**src/rtl/led_pkg.sv**
```systemverilog
//------------------------------------------------------------------------------
// Module      : led_pkg
// Description : Shared mode and direction types for the LED pattern generator.
// Revision    : 1.0 - initial release
//------------------------------------------------------------------------------
`default_nettype none

package led_pkg;

    typedef enum logic [1:0] {
        MODE_OFF    = 2'd0,
        MODE_BLINK  = 2'd1,
        MODE_CHASE  = 2'd2,
        MODE_BOUNCE = 2'd3
    } led_mode_e;

    typedef enum logic {
        DIR_UP   = 1'b0,
        DIR_DOWN = 1'b1
    } led_dir_e;

endpackage : led_pkg

`default_nettype wire

```
**src/rtl/led_prescaler.sv**
```systemverilog
//------------------------------------------------------------------------------
// Module      : led_prescaler
// Description : Divide-by-DIV strobe generator with synchronous clear and hold.
// Revision    : 1.0 - initial release
//------------------------------------------------------------------------------
`default_nettype none

module led_prescaler #(
    parameter int DIV = 1200000
) (
    input  logic CLK,
    input  logic RST,
    input  logic clr,
    input  logic hold,
    output logic tick
);

    localparam int              c_cnt_w = (DIV > 1) ? $clog2(DIV) : 1;
    localparam logic [c_cnt_w-1:0] c_last  = c_cnt_w'(DIV - 1);

    generate
        if (DIV < 2) begin : g_div_check
            $error("led_prescaler: DIV must be at least 2");
        end
    endgenerate

    logic [c_cnt_w-1:0] r_cnt;

    // clr wins over hold so a restart is never lost while frozen
    always_ff @(posedge CLK) begin
        if (RST) begin
            r_cnt <= '0;
        end else if (clr) begin
            r_cnt <= '0;
        end else if (!hold) begin
            if (r_cnt == c_last) begin
                r_cnt <= '0;
            end else begin
                r_cnt <= r_cnt + 1'b1;
            end
        end
    end

    assign tick = (r_cnt == c_last) && !hold;

endmodule : led_prescaler

`default_nettype wire

```
**src/rtl/led_pattern_gen.sv**
```systemverilog
//------------------------------------------------------------------------------
// Module      : led_pattern_gen
// Description : Multi-mode LED pattern generator (off/blink/chase/bounce) with
//               prescaled stepping, PWM brightness and pause.
// Revision    : 1.0 - initial release
//------------------------------------------------------------------------------
`default_nettype none

module led_pattern_gen
    import led_pkg::*;
#(
    parameter int NUM_LEDS = 8,
    parameter int TICK_DIV = 1200000,
    parameter int PWM_BITS = 4
) (
    input  logic                CLK,
    input  logic                RST,
    input  logic [1:0]          MODE,
    input  logic [PWM_BITS-1:0] BRIGHT,
    input  logic                PAUSE,
    output logic [NUM_LEDS-1:0] LEDS,
    output logic                STEP
);

    localparam logic [NUM_LEDS-1:0] c_one = NUM_LEDS'(1);

    generate
        if (NUM_LEDS < 2) begin : g_leds_check
            $error("led_pattern_gen: NUM_LEDS must be at least 2");
        end
        if (TICK_DIV < 2) begin : g_div_check
            $error("led_pattern_gen: TICK_DIV must be at least 2");
        end
    endgenerate

    led_mode_e           r_mode_q;
    led_mode_e           w_mode_nxt;
    led_mode_e           w_mode_in;
    led_dir_e            r_dir;
    led_dir_e            w_dir_nxt;
    logic [NUM_LEDS-1:0] r_pat;
    logic [NUM_LEDS-1:0] w_pat_nxt;
    logic [PWM_BITS-1:0] r_pwm_cnt;
    logic [NUM_LEDS-1:0] r_leds;
    logic                r_step;
    logic                w_step;
    logic                w_tick;
    logic                w_mode_chg;
    logic                w_en;

    assign w_mode_in  = led_mode_e'(MODE);
    assign w_mode_chg = (w_mode_in != r_mode_q);

    led_prescaler #(
        .DIV (TICK_DIV)
    ) u_prescaler (
        .CLK  (CLK),
        .RST  (RST),
        .clr  (w_mode_chg),
        .hold (PAUSE),
        .tick (w_tick)
    );

    // A mode change swallows a coincident tick; OFF never reports a step
    always_comb begin
        w_mode_nxt = r_mode_q;
        w_dir_nxt  = r_dir;
        w_pat_nxt  = r_pat;
        w_step     = 1'b0;
        if (w_mode_chg) begin
            w_mode_nxt = w_mode_in;
            w_dir_nxt  = DIR_UP;
            case (w_mode_in)
                MODE_OFF:   w_pat_nxt = '0;
                MODE_BLINK: w_pat_nxt = '1;
                default:    w_pat_nxt = c_one;
            endcase
        end else if (w_tick) begin
            case (r_mode_q)
                MODE_OFF: begin
                    w_pat_nxt = '0;
                end
                MODE_BLINK: begin
                    w_pat_nxt = ~r_pat;
                    w_step    = 1'b1;
                end
                MODE_CHASE: begin
                    w_pat_nxt = {r_pat[NUM_LEDS-2:0], r_pat[NUM_LEDS-1]};
                    w_step    = 1'b1;
                end
                MODE_BOUNCE: begin
                    w_step = 1'b1;
                    if (r_dir == DIR_UP) begin
                        if (r_pat[NUM_LEDS-1]) begin
                            w_dir_nxt = DIR_DOWN;
                            w_pat_nxt = r_pat >> 1;
                        end else begin
                            w_pat_nxt = r_pat << 1;
                        end
                    end else begin
                        if (r_pat[0]) begin
                            w_dir_nxt = DIR_UP;
                            w_pat_nxt = r_pat << 1;
                        end else begin
                            w_pat_nxt = r_pat >> 1;
                        end
                    end
                end
                default: begin
                    w_pat_nxt = r_pat;
                end
            endcase
        end
    end

    // Full-scale brightness bypasses the compare so it is truly always on
    assign w_en = (&BRIGHT) ? 1'b1 : (r_pwm_cnt < BRIGHT);

    always_ff @(posedge CLK) begin
        if (RST) begin
            r_mode_q  <= MODE_OFF;
            r_dir     <= DIR_UP;
            r_pat     <= '0;
            r_pwm_cnt <= '0;
            r_leds    <= '0;
            r_step    <= 1'b0;
        end else begin
            r_mode_q  <= w_mode_nxt;
            r_dir     <= w_dir_nxt;
            r_pat     <= w_pat_nxt;
            r_pwm_cnt <= r_pwm_cnt + 1'b1;
            r_leds    <= r_pat & {NUM_LEDS{w_en}};
            r_step    <= w_step;
        end
    end

    assign LEDS = r_leds;
    assign STEP = r_step;

endmodule : led_pattern_gen

`default_nettype wire

```
**config.mk**
```make
export PLATFORM = sky130hd
export DESIGN_NAME = led_pattern_gen
export DESIGN_NICKNAME = d
export VERILOG_FILES = /design/src/rtl/led_pkg.sv /design/src/rtl/led_prescaler.sv /design/src/rtl/led_pattern_gen.sv
export SDC_FILE = /design/constraint.sdc
export NUM_CORES = 1
export LEC_CHECK = 0
export ABC_CLOCK_PERIOD_IN_PS = 2100
export BUFFER_PORTS_ARGS = -buffer_cell sky130_fd_sc_hd__buf_2
export CAP_MARGIN = 25
export CORE_MARGIN = 2
export CORE_UTILIZATION = 59
export CTS_BUF_LIST = sky130_fd_sc_hd__clkbuf_8 sky130_fd_sc_hd__clkbuf_16
export CTS_CLUSTER_DIAMETER = 30
export CTS_CLUSTER_SIZE = 10
export DETAILED_ROUTE_END_ITERATION = 10
export GPL_TIMING_DRIVEN = 1
export PLACE_DENSITY_LB_ADDON = 0.1
export SYNTH_ARGS = -nofsm -noshare
export SYNTH_HDL_FRONTEND = slang
export SYNTH_SLANG_ARGS = --single-unit
```
**constraint.sdc**
```tcl
create_clock -name CLK -period 2.1 [get_ports CLK]
set_input_delay 0.105 -clock CLK [delete_from_list [all_inputs] [get_ports CLK]]
set_output_delay 0.105 -clock CLK [all_outputs]
set_load 0.02 [all_outputs]
```
# After elaboration in Yosys (flattened, before gate mapping)

Index checks and enable logic that the tools add are counted.
W data, S select, Z words.

Register bits after elaboration: 45
Latch bits: 0
RAM bits: 0
Bits in read-only memories: 0
Bits of input ports: 9
Logic and storage cells: 42
Memories: 0

Add/subtract/negate cells: 2
Multiply operators: 0
Div/mod/pow operators: 0
Order comparisons: 1
Equality and inequality tests: 6
Shift operators: 0
Muxes and demuxes: 13
Bitwise operators: 3
Reduce and logical (&&, ||, !) cells: 10

Operator list:

| operator                | number |
|---|---|
| $mux W8                 | 5 |
| $pmux W8 S4             | 1 |
| $add A21 B1 Y21 const B | 1 |
| $eq A21 B21 Y1 const B  | 1 |
| $mux W21                | 1 |
| $pmux W8 S2             | 1 |
| $and A8 B8 Y8           | 1 |
| $not A8 Y8              | 1 |
| $reduce_or A3 Y1        | 2 |
| $mux W1                 | 5 |
| $add A4 B1 Y4 const B   | 1 |
| $eq A2 B1 Y1 const B    | 2 |
| $eq A2 B2 Y1 const B    | 2 |
| $logic_not A2 Y1        | 2 |
| $lt A4 B4 Y1            | 1 |
| $reduce_and A4 Y1       | 1 |
| $ne A2 B2 Y1            | 1 |
| $reduce_and A2 Y1       | 1 |
| $reduce_bool A2 Y1      | 1 |
| $reduce_or A2 Y1        | 1 |
| $logic_and A1 B1 Y1     | 1 |
| $logic_not A1 Y1        | 1 |
| $not A1 Y1              | 1 |

# Longest topological paths before layout

Depth after elaboration: 5
Gate-level depth with buffers: 7
Depth with buffers taken out: 6

# By module

A second synthesis with hierarchy kept.

Cells, all modules: 278
Area total of the unflattened synthesis: 2,382.3 sq um

By module, submodules not included:

| module          | times used | cells an instance | area each (sq um) | seq. area each (sq um) |
|---|---|---|---|---|
| led_pattern_gen | 1          | 165               | 1,342.5           | 480.5 |
| led_prescaler   | 1          | 113               | 1,039.7           | 420.4 |

# Least setup slack after synthesis

OpenSTA, ideal clock, no wires.

Kind: reg2reg
Start point: register u_prescaler.r_cnt[7]
End point: register u_prescaler.r_cnt[13]
Setup time: 0.115 ns
Data arrival time: 1.586 ns
Slack: 0.400 ns
Cell stages (with the launch flop): 7
Path buffers: 1
Period minus slack after synthesis: 1.700 ns
Cell sequence: dfxtp_1 > nor4_1 > nand4_1 > or4_4 > nand2b_4 > buf_6 > nor2_1

Word-level cells in the longest chain between the ends: 2
Elaborated cells between the ends (all ways): 3
Classes of those cells: 1 x add/sub; 1 x eq/ne; 1 x mux

RTL lines:

| what                                                     | line                                     | source |
|---|---|---|
| start, declared                                          | led_prescaler.sv:27                      | `logic [c_cnt_w-1:0] r_cnt;` |
| start signal, assigned                                   | led_prescaler.sv:39                      | `r_cnt <= r_cnt + 1'b1;` |
| $add A21 B1 Y21 / $eq A21 B21 Y1 (equally long branches) | led_prescaler.sv:39, led_prescaler.sv:36 |  |
| $mux W21 (*)                                             | led_prescaler.sv:36                      | `if (r_cnt == c_last) begin` |

Mark *: on every way between the ends. The rest lies on a longest branch, timed or not.
A chain may end at the register's enable or synchronous reset.

# Worst setup path in the final report

Start point: register u_prescaler.r_cnt[7]
End point: register u_prescaler.r_cnt[4]

Word-level cells in the longest chain between the ends: 2

RTL lines:

| what           | line |
|---|---|
| $eq A21 B21 Y1 | led_prescaler.sv:36 |
| $mux W21       | led_prescaler.sv:36 |

Every way passes these cells.

==> flow_metrics.tcl <==
set metrics [dict create \
    cts_tree "done" \
    grt_max_degree 32 \
    dr.first_iter.drc_count 62 \
    synth_top_area_share 0.386 \
    hp-start "PAUSE" \
    finalCriticalPeriod_ps 1890 \
    cts_made_buffers 5 \
    first_pass_iters 4 \
    power.density_nw_per_um2 667 \
    syn_area_um2 2330 \
    syn-num-nets 287 \
    ys.flop_type "dfxtp_1" \
    min_to "u_prescaler.r_cnt[0]" \
    dieArea_um2 4470 \
    vias_per_cell 5.65 \
    synthDistinctLibCells 49 \
    gr-usage-met2 0.380 \
    drv_cap 0 \
    routedWlPerCell_um 13.0 \
    worst_pin_slew_ps 570 \
    path_clk_slew_ps 80 \
    hold_path_depth 3 \
    fmax_mhz 530 \
    post-route-drc-count 0 \
    dr_total_vias 1897 \
    insertedDiodeCount 0 \
    grt-ovfl-total 0 \
    nFillCells 321 \
    crit_path_end_kind "flop" \
    initial_core_util 0.627 \
    drtAntennaViolNets 0 \
    place_area_um2 2440 \
    groute.usage.overall 0.216 \
    dpl.hpwl_um 3020 \
    worst-setup-path-type "flop to flop" \
    met1_usage 0.250 \
    path_buf_inv 0 \
    maxSlewHeadroom 0.617 \
    rrSetupSlack_ps 210 \
    worstHoldPathType "primary input to flop" \
    wl_um 4370 \
    clockRootBuffer "clkbuf_8" \
    synth.most_common_cell "dfxtp_1" \
    port_buffers 17 \
    rsz0062_at_grt "false" \
    drive_above_1_share 0.139 \
    pin_count 18 \
    syn_to_final_growth_pct 8.96 \
    stdcell_area_um2 2540 \
    finalSetupViolCount 0 \
    leakage_nw 1.02 \
    start_kind "flop" \
    cts_setup_buffers 0 \
    cp_max_fo 20 \
    status "complete, no violations" \
    synth_top_area_cell "dfxtp_1" \
    period_share 0.898 \
    cts_sinks 45 \
    clockBufferDepth 2 \
    reg2regPathDepth 5 \
    synth_edf_count 0 \
    grt_pass1_vias 1684 \
    grt_pass1_wl_um 7220 \
    grt.busiest_layer "met2" \
    clkLatencyLatePin_ps 290 \
    htree_levels 2 \
    critPathTopFamily "simple AND/OR/NAND/NOR gates" \
    crit_chain "nor4_1, nand4_1, or4_4, nand2b_4, nor2_1" \
    p_total_mw 1.69 \
    core-area_um2 3720 \
    antenna_found_initial 0 \
    hold_buffers 0 \
    rows 22 \
    globalRouteMet3Util 0.0405 \
    yosys-top-cells-count "dfxtp_1 (45), nor2_1 (35), nand2_1 (24)" \
    syn_inst 273 \
    async_flop_share 0 \
    r2r-end "u_prescaler.r_cnt[4]" \
    die_height_um 66.9 \
    report.final.slew_viol_count 0 \
    fin_tns_setup_ps 0 \
    synthTopCellsByArea "dfxtp_1 (39%), nor2_1 (5.6%), xor2_1 (5.3%)" \
    cp.arrival_ps 2070 \
    final_nets 302 \
    yosysSeqAreaShare 0.386 \
    cts.repair.resized 0 \
    finalHoldViolCount 0 \
    ys_ff_latch 45 \
    worstPathRequired_ps 2280 \
    die_w_um 66.9 \
    crit_slowest_cell "or4_4" \
    cpPeakStageDelay_ps 620 \
    syn_avg_cell_area_um2 8.54 \
    skew_ps 7.00 \
    gp_congestion 0.803 \
    synth_warnings 0 \
    vdd.ir_drop.worst_v 0.000484 \
    r2r-start "u_prescaler.r_cnt[7]" \
]
layout by cell type (no fill, tap or decap), types with 2 or more instances in the layout:
master,netlist,routed
buf_2,2,17
nand2_1,24,24
o41ai_1,8,8
a21o_1,2,2
xnor2_1,8,8
nor2_1,35,35
inv_1,13,13
nor3_1,6,6
o21ai_0,4,4
a21oi_1,19,19
and4_1,2,2
nor2b_1,6,6
nand3b_1,12,12
nand2b_1,4,4
xor2_1,14,14
a311o_1,4,4
and2b_1,2,2
nand3_1,8,8
or2_2,3,3
clkbuf_8,0,5
nand4_1,4,4
ha_1,5,5
buf_4,0,5
mux2i_1,5,5
and2_1,3,3
dfxtp_1,45,45
o221ai_1,2,2
worst max path at each step:
stage / slack [ps] / cells after the start / end / startpoint
6_report: 210 / 5 / u_prescaler.r_cnt[4] / u_prescaler.r_cnt[7]
5_1_grt: 120 / 5 / u_prescaler.r_cnt[13] / u_prescaler.r_cnt[7]
4_1_cts: 200 / 5 / u_prescaler.r_cnt[4] / u_prescaler.r_cnt[7]
3_5_place_dp: 220 / 5 / u_prescaler.r_cnt[4] / u_prescaler.r_cnt[7]
3_3_place_gp: 220 / 5 / u_prescaler.r_cnt[5] / u_prescaler.r_cnt[7]
2_1_floorplan: 400 / 6 / u_prescaler.r_cnt[13] / u_prescaler.r_cnt[7]
area by class of cell:
| cell class | count | area, um2 | share of cell area |
|---|---|---|---|
| inverters | 13 | 48.8 | 0.0192 |
| flip-flops and latches | 45 | 901 | 0.355 |
| well taps | 48 | 60.1 | 0.0236 |
| repair buffers | 22 | 123 | 0.0483 |
| clock inverters | 2 | 35.0 | 0.0138 |
| clock buffers | 5 | 68.8 | 0.0271 |
| multi-input cells | 201 | 1300 | 0.513 |
registers in the layout (all words and copies together), names as in the netlist:
signal and flops:
r_dir 1, r_pat 8, LEDS 8, r_pwm_cnt 4
u_prescaler.r_cnt 21, STEP 1, r_mode_q 2
kinds of logic after synthesis:
kind of cell,count (synthesis),synth area share
mux,5,0.0215
buf+inv,27,0.0542
fa+ha+maj,5,0.0268
xor+xnor,22,0.0827
simple gates,120,0.278
compound gates,49,0.150
flops,45,0.386
per-stage QoR:
| stage | utilization | worst slack, ps | instances | hold slack [ps] |
|---|---|---|---|---|
| after floorplan | - | 400 | 273 | 246 |
| after global placement | 0.656 | 219 | 329 | 414 |
| after detailed placement | 0.656 | 215 | 329 | 426 |
| after CTS | 0.684 | 202 | 336 | 120 |
| after global routing | 0.684 | 116 | 336 | 169 |
| final | 0.684 | 214 | 336 | 123 |
worst min-delay path, cell delays in order:
cell	delay (ps)
buf_2	130
xor2_1	70
nor2_1	80
where the power goes:
part	total [mW]	internal, mW	leakage (nW)	switching (mW)
clock network	0.626	0.346	0.0540	0.280
logic	0.167	0.0734	0.597	0.0936
registers	0.901	0.875	0.365	0.0254
metal layers:
metal,part of all wire,vias up
li1,-,983
met1,0.45,871
met2,0.49,36
met3,0.041,7
met4,0.020,0
met5,0,-
Note: power is estimated with default switching activity, not from simulation.
